File: src/rtl/fpu_alt_feed.sv
// Alternate-operand feeder: queues 68-bit operand pairs and presents the head entry
// on the ALT port for one cycle per alt_req. Option macro: FPU_ALT_FEED_BYPASS_EN.
module fpu_alt_feed #(
  parameter int DEPTH = 4
) (
  input  logic                     clk,
  input  logic                     rst,
  input  logic                     push_en,
  input  logic [1:0]               push_mask,
  input  logic [67:0]              push_data0,
  input  logic [67:0]              push_data1,
  output logic                     push_full,
  input  logic                     alt_req,
  input  logic                     flush,
  output logic [1:0]               ALT_INP,
  output logic [67:0]              ALTDATA0,
  output logic [67:0]              ALTDATA1,
  output logic                     alt_miss,
  output logic                     overflow,
  output logic [$clog2(DEPTH):0]   count
);

  localparam int AW = $clog2(DEPTH);
  localparam int CW = AW + 1;

  typedef struct packed {
    logic [1:0]  mask;
    logic [67:0] d1;
    logic [67:0] d0;
  } entry_t;

  entry_t          mem [DEPTH];
  logic [AW-1:0]   wr_ptr_reg;
  logic [AW-1:0]   rd_ptr_reg;
  logic [CW-1:0]   count_reg;
  logic [CW-1:0]   count_next;
  logic            full_reg;
  logic            overflow_reg;
  logic            miss_reg;
  logic [1:0]      inp_reg;
  logic [67:0]     data0_reg;
  logic [67:0]     data1_reg;

  logic            empty;
  logic            push_ok;
  logic            pop;
  logic            bypass;
  logic            miss;
  logic            wr;
  entry_t          push_entry;

  always_comb begin
    empty      = (count_reg == '0);
    push_ok    = push_en && !full_reg && !flush;
    pop        = alt_req && !empty && !flush;
`ifdef FPU_ALT_FEED_BYPASS_EN
    // An empty queue hands a same-cycle push straight to the output stage.
    bypass     = push_ok && alt_req && empty;
`else
    bypass     = 1'b0;
`endif
    miss       = alt_req && empty && !flush && !bypass;
    wr         = push_ok && !bypass;
    push_entry = '{mask: push_mask, d1: push_data1, d0: push_data0};
    if (flush)
      count_next = '0;
    else
      count_next = count_reg + CW'(wr) - CW'(pop);
  end

  // Storage has no reset so it maps onto plain RAM; validity is tracked by count_reg.
  always_ff @(posedge clk) begin
    if (wr)
      mem[wr_ptr_reg] <= push_entry;
  end

  always_ff @(posedge clk) begin
    if (rst) begin
      wr_ptr_reg   <= '0;
      rd_ptr_reg   <= '0;
      count_reg    <= '0;
      full_reg     <= 1'b0;
      overflow_reg <= 1'b0;
      miss_reg     <= 1'b0;
      inp_reg      <= 2'b00;
      data0_reg    <= '0;
      data1_reg    <= '0;
    end else begin
      count_reg <= count_next;
      full_reg  <= (count_next == CW'(DEPTH));
      miss_reg  <= miss;
      if (push_en && full_reg && !flush)
        overflow_reg <= 1'b1;

      if (flush) begin
        wr_ptr_reg <= '0;
        rd_ptr_reg <= '0;
      end else begin
        if (wr)
          wr_ptr_reg <= wr_ptr_reg + AW'(1);
        if (pop)
          rd_ptr_reg <= rd_ptr_reg + AW'(1);
      end

      // Valid is a single-cycle pulse; data holds its last value otherwise.
      if (flush) begin
        inp_reg <= 2'b00;
      end else if (pop) begin
        inp_reg   <= mem[rd_ptr_reg].mask;
        data0_reg <= mem[rd_ptr_reg].d0;
        data1_reg <= mem[rd_ptr_reg].d1;
      end else if (bypass) begin
        inp_reg   <= push_mask;
        data0_reg <= push_data0;
        data1_reg <= push_data1;
      end else begin
        inp_reg <= 2'b00;
      end
    end
  end

  assign push_full = full_reg;
  assign count     = count_reg;
  assign overflow  = overflow_reg;
  assign alt_miss  = miss_reg;
  assign ALT_INP   = inp_reg;
  assign ALTDATA0  = data0_reg;
  assign ALTDATA1  = data1_reg;

endmodule

File: config.mk
export PLATFORM = sky130hd
export DESIGN_NAME = fpu_alt_feed
export DESIGN_NICKNAME = d
export VERILOG_FILES = /design/src/rtl/fpu_alt_feed.sv
export SDC_FILE = /design/constraint.sdc
export NUM_CORES = 1
export LEC_CHECK = 0
export CAP_MARGIN = 20
export CORE_MARGIN = 1.5
export CORE_UTILIZATION = 35
export CTS_BUF_LIST = sky130_fd_sc_hd__clkbuf_16
export DETAILED_ROUTE_END_ITERATION = 8
export MAX_ROUTING_LAYER = met4
export PLACE_DENSITY_LB_ADDON = 0.1
export SYNTH_ARGS = -nofsm -noshare
export SYNTH_HDL_FRONTEND = slang
export SYNTH_SLANG_ARGS = --single-unit
File: constraint.sdc
create_clock -name clk -period 5.35 [get_ports clk]
set_input_delay 0.8025 -clock clk [delete_from_list [all_inputs] [get_ports clk]]
set_output_delay 0.8025 -clock clk [all_outputs]
set_load 0.005 [all_outputs]
Yosys cells after proc, flatten, opt, wreduce, memory -nomap -nowiden
Memories as Yosys holds them, arrays and structs flattened. A register that Yosys moved wholly into a read port is not among the register bits. Index checks and enable logic that the tools add are counted. Widths: inputs -> output; s select.

Bits in registers: 148. RAM bits: 552. Input bits: 143. Output and inout port bits: 144. Memories kept: 1.

Add/sub/neg operators: 4. Equal/unequal tests: 1. Muxes and demuxes: 5. Bitwise gates (word level): 2. Reductions and logical operators: 15.

Memory list: mem (words 4, bits a word 138, read ports 1, clocked after Yosys merged registers in 1, write ports 1, line 32) `entry_t mem [DEPTH];`.

Operators with widths (count): $logic_and 1x1->1 (8); $add 2x1->2 const B (2); $mux 2 (2); $add 3x1->3 (1); $eq 3x3->1 const B (1); $logic_not 1->1 (3); $logic_not 3->1 (1); $mux 3 (1); $reduce_or 3->1 (1); $sub 3x1->3 (1); $mux 1 (2); $not 1->1 (2); $reduce_and 2->1 (1); $reduce_or 2->1 (1).

Longest topological paths before layout
Gate-level depths: netlist (run 1).

Depth in word-level cells: 7. Depth in mapped cells: 10. Depth with buffers taken out: 9.

Worst setup path before layout (run 1)
Ideal clock, no wire load.

Path kind: input port to flip-flop. Start point: input port push_en. End point: memory mem[0][0] (netlist bit) (enable). Library setup time: 515 ps. Arrival: 4434 ps. Data required time: 4835 ps. Slack: 401 ps. Stages: 3. Buffers on the path: 1. Cell sequence: nor2b_1 -> clkbuf_1 -> and3_1.

Longest elaborated chain between the ends: 4.

RTL lines: start, declared (line 8) `input logic push_en,`; $logic_and 1x1->1 (2 in series) (line 54) `push_ok = push_en && !full_reg && !flush;`; $mux 1 (line 73) `if (wr)`; $mux 1 (not written as such) (line 74) `mem[wr_ptr_reg] <= push_entry;`; end, declared (line 32).

Every way passes these cells.

Final worst setup path (run 1)
Start point: input port push_en. End point: memory mem[0][30] (netlist bit) (enable).

The elaborated chain is that of the path after synthesis.

==> impl_results.md, run 1 <==
* GPL Wtd Cong at roughly 0.68
* Largest Register: mem
* Cell taking the most area after synthesis: edfxtp_1
* Startpoint Class: primary input
* Initial antenna violation count at 10
* Hold_sp: ALTDATA0[18]$_SDFFE_PP0P_
* RR Startpoint: push_full$_SDFF_PP0_
* CP arrival at 3.16 ns
* CP max-delay cell: and3_4
* Clock Skew at ~0.021 ns
* RSZ-0062 raised after global routing: no
* CTS resizes at 0
* Placed Area at ~0.029 mm2
* Starting Density at a little over a third
* Commonest non-fill, non-tap cell in the layout: edfxtp_1
* Slew headroom at 36.6%
* Number of fill cells in the layout at around 5,900
* Worst hold slack at around 0.47 ns
* Syn_nets at 1,236
* Clock Tree Root: clkbuf_16
* Delay-heaviest family, CP: simple AND/OR/NAND/NOR gates
* Clock buffer depth at 3
* Buffers added on ports at 286
* Lkg Pwr at 0.0100 uW
* Reg clk slew, reported paths at 0.06 ns
* Vias per cell at 4.78
* Worst Path Required at 5.60 ns
* Post-Place Worst Slack at 1.73 ns
* Worst slew pin tran at 0.951 ns
* Layout area overhead at 26.6%
* Hold Path Class: reg2reg
* Final setup viols at 0
* Number of hold buffers added after cts at 0
* Post-route non-filler standard cell count at approximately 2,400
* Grt ovf at 0
* Seq cells post-synth at 702
* Status: finished clean
* Die H at ~270 um
* Max cap viols at 0
* Max VDD drop at between 0.2 and 0.3 mV
* Final min period at around 2.9 ns
* Die W at roughly 270 um
* Layout cell share with drive strength beyond 1 at 18.5%
* CORE AREA at 0.0691 mm2
* Post-route setup TNS at 0 ns
* I/O pin count at 287
* Final Hold Viols at 0
* Syn. warnings at 0
* Max Freq at 0.344 GHz
* CP startpoint: push_en
* CTS sink cnt at between 700 and 800
* Synth top area share at 67.5%
* Mapped cell area at 0.0246 mm2
* Max FFs per register at approximately 550
* Die ar. at 0.0718 mm2
* Max incr delay on CP at 0.84 ns
* Most frequent cells in the layout: edfxtp_1, clkdlybuf4s50_1, dfxtp_1
* Final HPWL DP at 32,300 um
* Mean area per synthesized cell at 22.6 um2
* Post-CTS Setup Repair Bufs at 0
* Global-route wire length before repair at between 80,000 and 90,000 um
* All-Layer GR Usage at between 15 and 20%
* Overall routed net length at roughly 55,000 um
* PD cells at 373 mW/mm2
* Row count at 96
* Max-slew violation count at 0
* Placed Cells at 2,264
* Crit Path Class: in2reg
* Largest net degree at the start of global routing at 74
* CP max FO at 46
* Most area-consuming cells after synthesis: edfxtp_1, mux4_2, dfxtp_1, a22o_1, buf_4
* Routed length per instance at 22.8 um
* First DRT Iteration DRCs at 499
* Period utilization at 54.3%
* Register area share after synthesis at ~80%
* Synth unique cells at 29
* CP endpoint kind: flop
* Clock Latency Late Sink at 0.61 ns
* Post-DRT Antenna Nets at 0
* Htree depth at 3
* Buf+Inv Stages, Crit Path at 2
* CTS Buf Count at between 70 and 80
* Vias post-DR at 11,600
* CTS tree: yes
* Syn Inst Count at 1,087
* Number of global-route vias before repair at 12,500
* # DRC at 0
* Pre-Repair DR Iteration Count at 7
* Fin area at 0.0311 mm2
* Crit path cell chain: clkdlybuf4s50_1 -> nor2b_1 -> and3_4 -> buf_4
* Final net count at 1,562
* Final Worst Setup Slack at about 2.4 ns
## cell type report
type	count	area, um2	area share, %
Clock buffer	81	2030	6.52
Antenna cell	10	25.0	0.0804
Timing Repair Buffer	309	3150	10.1
Inverter	5	18.8	0.0603
Sequential cell	702	19600	63.0
Clock inverter	63	484	1.56
Tap cell	931	1160	3.74
Multi-Input combinational cell	317	4650	15.0
## synth_stat cells (all sizes together)
cell type	n
clkbuf	17
a31oi	1
buf	46
nor3	1
nor2	11
edfxtp	552
o21ai	1
mux2i	1
o21ba	1
and3	5
dfxtp	150
nand2	1
xor2	3
inv	5
ha	5
o311ai	1
nor2b	1
mux4	138
a22o	136
o31ai	1
and2	4
fa	1
xnor2	3
nor4	1
or2	1
## stage by stage
stage / power [uW] / util, %
2_1_floorplan: 6270 / -
3_3_place_gp: 6500 / 41.4
3_5_place_dp: 6510 / 41.4
4_1_cts: 11800 / 45.0
5_1_grt: 12000 / 45.0
6_report: 11600 / 45.0
## per-layer routing
metal	track usage [%]	vias up	wire, um
met5	-	-	0
met4	4.47	0	1160
met3	5.46	88	3910
met2	25.6	265	27300
met1	19.3	5974	22700
li1	-	5240	-
## worst register-to-register path: stages (launching register included)
cell and delay [ns]:
dfxtp_1 0.33, nor2b_1 0.52, and3_4 0.84, buf_4 0.49
## final timing paths
check             slack, ns                   endpoint  depth (start not counted)
setup reg to reg       2.81       mem[0][30]$_DFFE_PP_                          3
hold / removal         0.47  ALTDATA0[18]$_SDFFE_PP0P_                          1
hold reg to reg        0.47  ALTDATA0[18]$_SDFFE_PP0P_                          1
setup / recovery       2.45       mem[0][30]$_DFFE_PP_                          4
## where the power goes
group / internal, uW / switching [uW] / total [uW]
Clock: 3120 / 2090 / 5200
Combinational: 202 / 182 / 383
Sequential: 5970 / 28.6 / 6000
Total: 9290 / 2300 / 11600
## logic make-up (layout without fill, tap and decap cells)
| family | count (synthesis) | in the layout | share of synthesized area, % |
|---|---|---|---|
| compound gates | 141 | 141 | 5.06 |
| xor+xnor | 6 | 6 | 0.214 |
| fa+ha+maj | 6 | 6 | 0.336 |
| buf+inv | 68 | 458 | 1.52 |
| flops | 702 | 702 | 79.7 |
| mux | 139 | 139 | 12.7 |
| other cells | 0 | 10 | 0 |
| simple gates | 25 | 25 | 0.519 |
(Power assumes the default switching activity.)
==> run 2, diff against run 1 <==
==> constraint.sdc (replaced) <==
create_clock -name clk -period 2.75 [get_ports clk]
set_input_delay 0.4125 -clock clk [delete_from_list [all_inputs] [get_ports clk]]
set_output_delay 0.4125 -clock clk [all_outputs]
set_load 0.005 [all_outputs]
==> run 2 against run 1 <==
Effect of this change:
- register-to-register slack lost 2.3 ns
- via count grew 2.0%
- non-clock buffer count grew 30
- first-iteration DRC count grew 51%
- clock-buffer cell count grew 1
- utilization grew 0.46 points
- clock skew shrank 0.0058 ns
==> impl_results.md, run 2 (synthesis results as in run 1) <==
* Final Hold Viols at 0 (unchanged)
* Startpoint Class: flop
* Period utilization at 83.1%
* Worst hold slack at 0.434 ns (-0.0413 ns)
* Starting Density at 35.6% (unchanged)
* Commonest non-fill, non-tap cell in the layout: edfxtp_1
* Final setup viols at 0 (unchanged)
* Met1 usage at 20.3% (+1.1 points)
* Max VDD drop at 0.413 mV (+53%)
* Max FFs per register at 552 (unchanged)
* CP max FO at 6 (-87%)
* Most frequent cells in the layout: edfxtp_1, clkdlybuf4s50_1, dfxtp_1
* I/O pin count at 287 (unchanged)
* CTS tree: yes
* Die H at 268 um (unchanged)
* Die W at 268 um (unchanged)
* Placed Area at 0.0290 mm2 (+1.5%)
* Reg clk slew, reported paths at 0.06 ns (about the same)
* CTS sink cnt at 702 (unchanged)
* Clock power share at 43.8% (-1.1 points)
* Pre-Repair DR Iteration Count at 4 (-3)
* Fin area at 0.0314 mm2 (+1.0%)
* Max-slew violation count at 0 (unchanged)
* Slew headroom at 58.6% (+22 points)
* All-Layer GR Usage at 16.0% (+0.025 points)
* PD cells at 705 mW/mm2 (+89%)
* Grt ovf at 0 (unchanged)
* Hold_sp: rst
* Layout cell share with drive strength beyond 1 at 19.9% (+1.5 points)
* Post-DRT Antenna Nets at 0 (unchanged)
* Global-route wire length before repair at 81,900 um (+0.42%)
* Clock Skew at 0.0154 ns (-0.00580 ns)
* # DRC at 0 (unchanged)
* CP arrival at 2.78 ns (-0.38 ns)
* CTS resizes at 0 (unchanged)
* Number of global-route vias before repair at 12,700 (+1.0%)
* Seq pwr share at 52.7% (+0.9 points)
* Routed length per instance at 22.5 um (-1.2%)
* Hold Path Class: in2reg
* Worst slew pin tran at 0.621 ns (-0.331 ns)
* Number of hold buffers added after cts at 0 (unchanged)
* P_sw at 4470 uW (+95%)
* Part of the power in combinational logic at 3.5% (+0.2 points)
* Buffers added on ports at 286 (unchanged)
* Vias per cell at 4.83 (+1.1%)
* Busiest grt layer: met2
* Final net count at 1,590 (+1.8%)
* Worst Path Required at 3.25 ns (-2.35 ns)
* Int Power at 17,700 uW (+90%)
* CP endpoint kind: flop
* Status: finished clean
* Lkg Pwr at 0.0102 uW (+1.8%)
* Final min period at around 2.3 ns
* Htree depth at 3 (unchanged)
* First DRT Iteration DRCs at 753 (+51%)
* Row count at 96 (unchanged)
* Clock Tree Root: clkbuf_16
* Met2 GRT Util at 26.0% (+0.34 points)
* Crit Path Class: reg2reg
* Max cap viols at 0 (unchanged)
* Die ar. at 0.0718 mm2 (unchanged)
* CORE AREA at 0.0691 mm2 (unchanged)
* CTS Buf Count at 76 (-2.6%)
* Post-Place Worst Slack at 0.159 ns (-1.57 ns)
* Layout area overhead at 27.9%
* CP startpoint: count[1]$_SDFF_PP0_
* Sw Ratio at 20.2% (+0.36 points)
* Vias post-DR at 11,800 (+2.0%)
* Max Freq at 0.437 GHz
* RSZ-0062 raised after global routing: no
* Met3 usage at 3.67% (-1.8 points)
* GPL Wtd Cong at 0.710 (+3.9%)
* Clock buffer depth at 3 (unchanged)
* Post-CTS Setup Repair Bufs at 0 (unchanged)
* Final HPWL DP at 33,600 um (+4.2%)
* Clock Latency Late Sink at 0.61 ns (about the same)
* Largest net degree at the start of global routing at 82 (+11%)
* RR Startpoint: count[1]$_SDFF_PP0_
* Largest Register: mem
* Initial antenna violation count at 5 (-5)
* Overall routed net length at 54,900 um (-0.28%)
* Final Worst Setup Slack at 0.464 ns (-1.98 ns)
-- run 2: worst paths after layout --
path	endpoint	slack (ns)	depth (start not counted)
setup reg to reg	push_full$_SDFF_PP0_	0.46	9
hold reg to reg	ALTDATA0[43]$_SDFFE_PP0P_	0.48	1
setup / recovery	push_full$_SDFF_PP0_	0.46	9
hold / removal	overflow$_SDFFE_PP0P_	0.43	2
-- run 2: stage by stage --
stage,setup TNS (ns),power (uW),instances,utilization [%]
floorplan,-132.10,12200,1087,-
global placement,0,12700,2294,42.0
detailed placement,0,12700,2294,42.0
CTS,0,22500,2435,45.5
global route,0,22900,2440,45.5
finish,0,22200,2441,45.5
-- run 2: worst max-delay path, cell delays in order (launching register included) --
cell and delay [ns]:
dfxtp_1 0.41, o31ai_4 0.47, xor2_1 0.13, nor2_1 0.11, ha_1 0.15, inv_1 0.05, fa_1 0.41, xnor2_1 0.15
xnor2_1 0.14, and3_1 0.17
-- run 2: layout make-up --
| cell class | instances | area (um2) |
|---|---|---|
| fillers | 5824 | 37600 |
| multi-input cells | 317 | 4650 |
| inverters | 5 | 18.8 |
| flip-flops and latches | 702 | 19600 |
| diodes | 6 | 15.0 |
| repair buffers | 339 | 3590 |
| clock inverters | 59 | 352 |
| clock buffers | 82 | 2050 |
| well taps | 931 | 1160 |
-- run 2: layer usage --
layer / up-vias / part of all wire (%)
li1: 5276 / -
met4: 0 / 2.1
met2: 271 / 50
met3: 94 / 4.5
met5: - / 0
met1: 6159 / 43
-- run 2: power by group through the flow --
stage          clock network, uW  logic [uW]  registers (uW)
6_report                    9700         785           11700
5_1_grt                    10400         854           11700
4_1_cts                    10000         810           11700
3_5_place_dp                   0         807           11900
3_3_place_gp                   0         797           11900
2_1_floorplan                  0         293           11900
==> run 3, diff against run 2 <==
==> constraint.sdc (replaced) <==
create_clock -name clk -period 2.1 [get_ports clk]
set_input_delay 0.315 -clock clk [delete_from_list [all_inputs] [get_ports clk]]
set_output_delay 0.315 -clock clk [all_outputs]
set_load 0.005 [all_outputs]
==> run 3 against run 2 <==
Effect of this change:
- sequential share of layout area fell by 1.2 points
- die area unchanged
- global-route usage about the same
- critical endpoint is now count[2]
- highest routed layer unchanged
==> impl_results.md, run 3 (synthesis results as in run 1) <==
* Met1 usage at 19.8% (-0.48 points)
* Max VDD drop at 0.561 mV (+36%)
* Lkg Pwr at 0.0104 uW (+2.3%)
* Routed length per instance at 22.3 um (-1.0%)
* CTS sink cnt at 702 (unchanged)
* Largest net degree at the start of global routing at 59 (-28%)
* Hold_sp: push_data1[4]
* Grt ovf at 0 (unchanged)
* Clock power share at 43.5% (-0.3 points)
* I/O pin count at 287 (unchanged)
* Die W at 268 um (unchanged)
* Pre-Repair DR Iteration Count at 6 (+2)
* Die H at 268 um (unchanged)
* Commonest non-fill, non-tap cell in the layout: edfxtp_1
* CP startpoint: count[2]$_SDFF_PP0_
* Number of fill cells in the layout at 5,806 (-0.31%)
* Max incr delay on CP at 0.51 ns (+0.04 ns)
* CORE AREA at 0.0691 mm2 (unchanged)
* Clock buffer depth at 3 (unchanged)
* Global-route wire length before repair at 82,100 um (+0.26%)
* Sw Ratio at 20.4% (+0.21 points)
* Max cap viols at 0 (unchanged)
* Layout cell share with drive strength beyond 1 at 22.6% (+2.7 points)
* Clock Latency Late Sink at 0.61 ns (about the same)
* Post-route setup TNS at 0 ns (unchanged)
* CP arrival at 1.68 ns (-1.10 ns)
* Status: finished clean
* Largest Register: mem
* Final min period at roughly 2.0 ns
* Post-DRT Antenna Nets at 0 (unchanged)
* Htree depth at 3 (unchanged)
* Clock Skew at 0.0205 ns (+0.00519 ns)
* Max FFs per register at 552 (unchanged)
* Die ar. at 0.0718 mm2 (unchanged)
* Met3 usage at 5.15% (+1.5 points)
* CP max-delay cell: clkdlybuf4s50_1
* Final setup viols at 0 (unchanged)
* Crit path cell chain: buf_4 -> clkdlybuf4s50_1
* Int Power at 23,100 uW (+31%)
* Layout area overhead at 30.4%
* Crit Path Class: reg2out
* Number of global-route vias before repair at 12,600 (-0.79%)
* Initial antenna violation count at 9 (+4)
* Most frequent cells in the layout: edfxtp_1, clkdlybuf4s50_1, dfxtp_1
* Seq pwr share at 52.6% (about the same)
* CTS Buf Count at 77 (+1.3%)
* RSZ-0062 raised after global routing: no
* Post-route non-filler standard cell count at 2,483 (+1.7%)
* Post-CTS Setup Repair Bufs at 0 (unchanged)
* CTS tree: yes
* PD cells at 906 mW/mm2 (+29%)
* CTS resizes at 0 (unchanged)
* Vias post-DR at 11,900 (+1.2%)
* RR Startpoint: count[1]$_SDFF_PP0_
* Part of the power in combinational logic at 3.8% (+0.3 points)
* Buffers added on ports at 286 (unchanged)
* Period utilization at 95.1%
* P_sw at 5920 uW (+32%)
* Met2 GRT Util at 25.4% (-0.57 points)
* Worst Path Required at 1.78 ns (-1.47 ns)
* Reg clk slew, reported paths at 0.06 ns (about the same)
* CP endpoint kind: output port
* Worst hold slack at 0.339 ns (-0.0946 ns)
* Hold Path Class: in2reg
* GPL Wtd Cong at 0.740 (+4.3%)
* Worst slew pin tran at 0.485 ns (-0.135 ns)
* Final net count at 1,627 (+2.3%)
* Max Freq at 0.501 GHz
* Clock Tree Root: clkbuf_16
* Final Hold Viols at 0 (unchanged)
* Starting Density at 35.6% (unchanged)
* Placed Cells at 2,330 (+1.6%)
* CP max FO at 4 (-2)
* Busiest grt layer: met2
* Row count at 96 (unchanged)
* Vias per cell at 4.81 (-0.50%)
* Startpoint Class: flop
* Number of hold buffers added after cts at 0 (unchanged)
* Layout Utilization at 46.4% (+0.89 points)
* First DRT Iteration DRCs at 645 (-14%)
* All-Layer GR Usage at 16.0% (-0.019 points)
* # DRC at 0 (unchanged)
* Final HPWL DP at 34,300 um (+2.1%)
* Overall routed net length at 55,300 um (+0.70%)
* Slew headroom at 67.2% (+8.6 points)
* Max-slew violation count at 0 (unchanged)
-- run 3: changes by cell type in the layout (fill, tap and decap cells not counted), sizes merged, moves of 4 or more --
cell / before / now
inv: 38 / 32
clkinv: 22 / 29
buf: 53 / 89
clkinvlp: 1 / 5
clkbuf: 82 / 78
diode: 6 / 10
-- run 3: power groups by stage --
stage | Clock (uW) | Combinational, uW | Sequential, uW
5_1_grt | 13600 | 1200 | 15300
3_3_place_gp | 0 | 1120 | 15600
6_report | 12600 | 1110 | 15300
3_5_place_dp | 0 | 1140 | 15600
2_1_floorplan | 0 | 387 | 15600
4_1_cts | 13100 | 1140 | 15300
-- run 3: path summary, 6_finish.rpt --
check / to / slack, ns / depth (start not counted)
min: mem[3][72]$_DFFE_PP_ / 0.34 / 1
max reg2reg: push_full$_SDFF_PP0_ / 0.17 / 9
min reg2reg: ALTDATA0[56]$_SDFFE_PP0P_ / 0.47 / 1
max: count[2] / 0.10 / 2
-- run 3: layer usage --
metal	wire length [um]	vias up
li1	-	5382
met1	23400	6196
met2	27100	287
met3	3780	78
met4	1020	0
met5	0	-
-- run 3: cell type report --
type	instances	area [um2]	area share (%)
clock buffer	78	1950	6.09
multi-input combinational	317	4650	14.5
sequential	702	19600	61.1
inverter	5	18.8	0.0586
tap	931	1160	3.64
clock inverter	65	434	1.35
antenna	10	25.0	0.0781
timing repair buffer	375	4210	13.1
-- run 3: stage by stage --
| step | setup slack [ns] | instance area, um2 | power, uW |
|---|---|---|---|
| after floorplan | 0.00106 | 24600 | 16000 |
| after global placement | -0.278 | 29600 | 16700 |
| after detailed placement | -0.275 | 29600 | 16700 |
| after CTS | 0.0500 | 32000 | 29500 |
| after global routing | 0.00505 | 32000 | 30100 |
| final | 0.103 | 32000 | 29000 |
-- run 3: critical path: cells and delay by family (launching register included) --
family	cells	cell delay [ns]
buffers and inverters	2	0.68
flip-flops	1	0.40
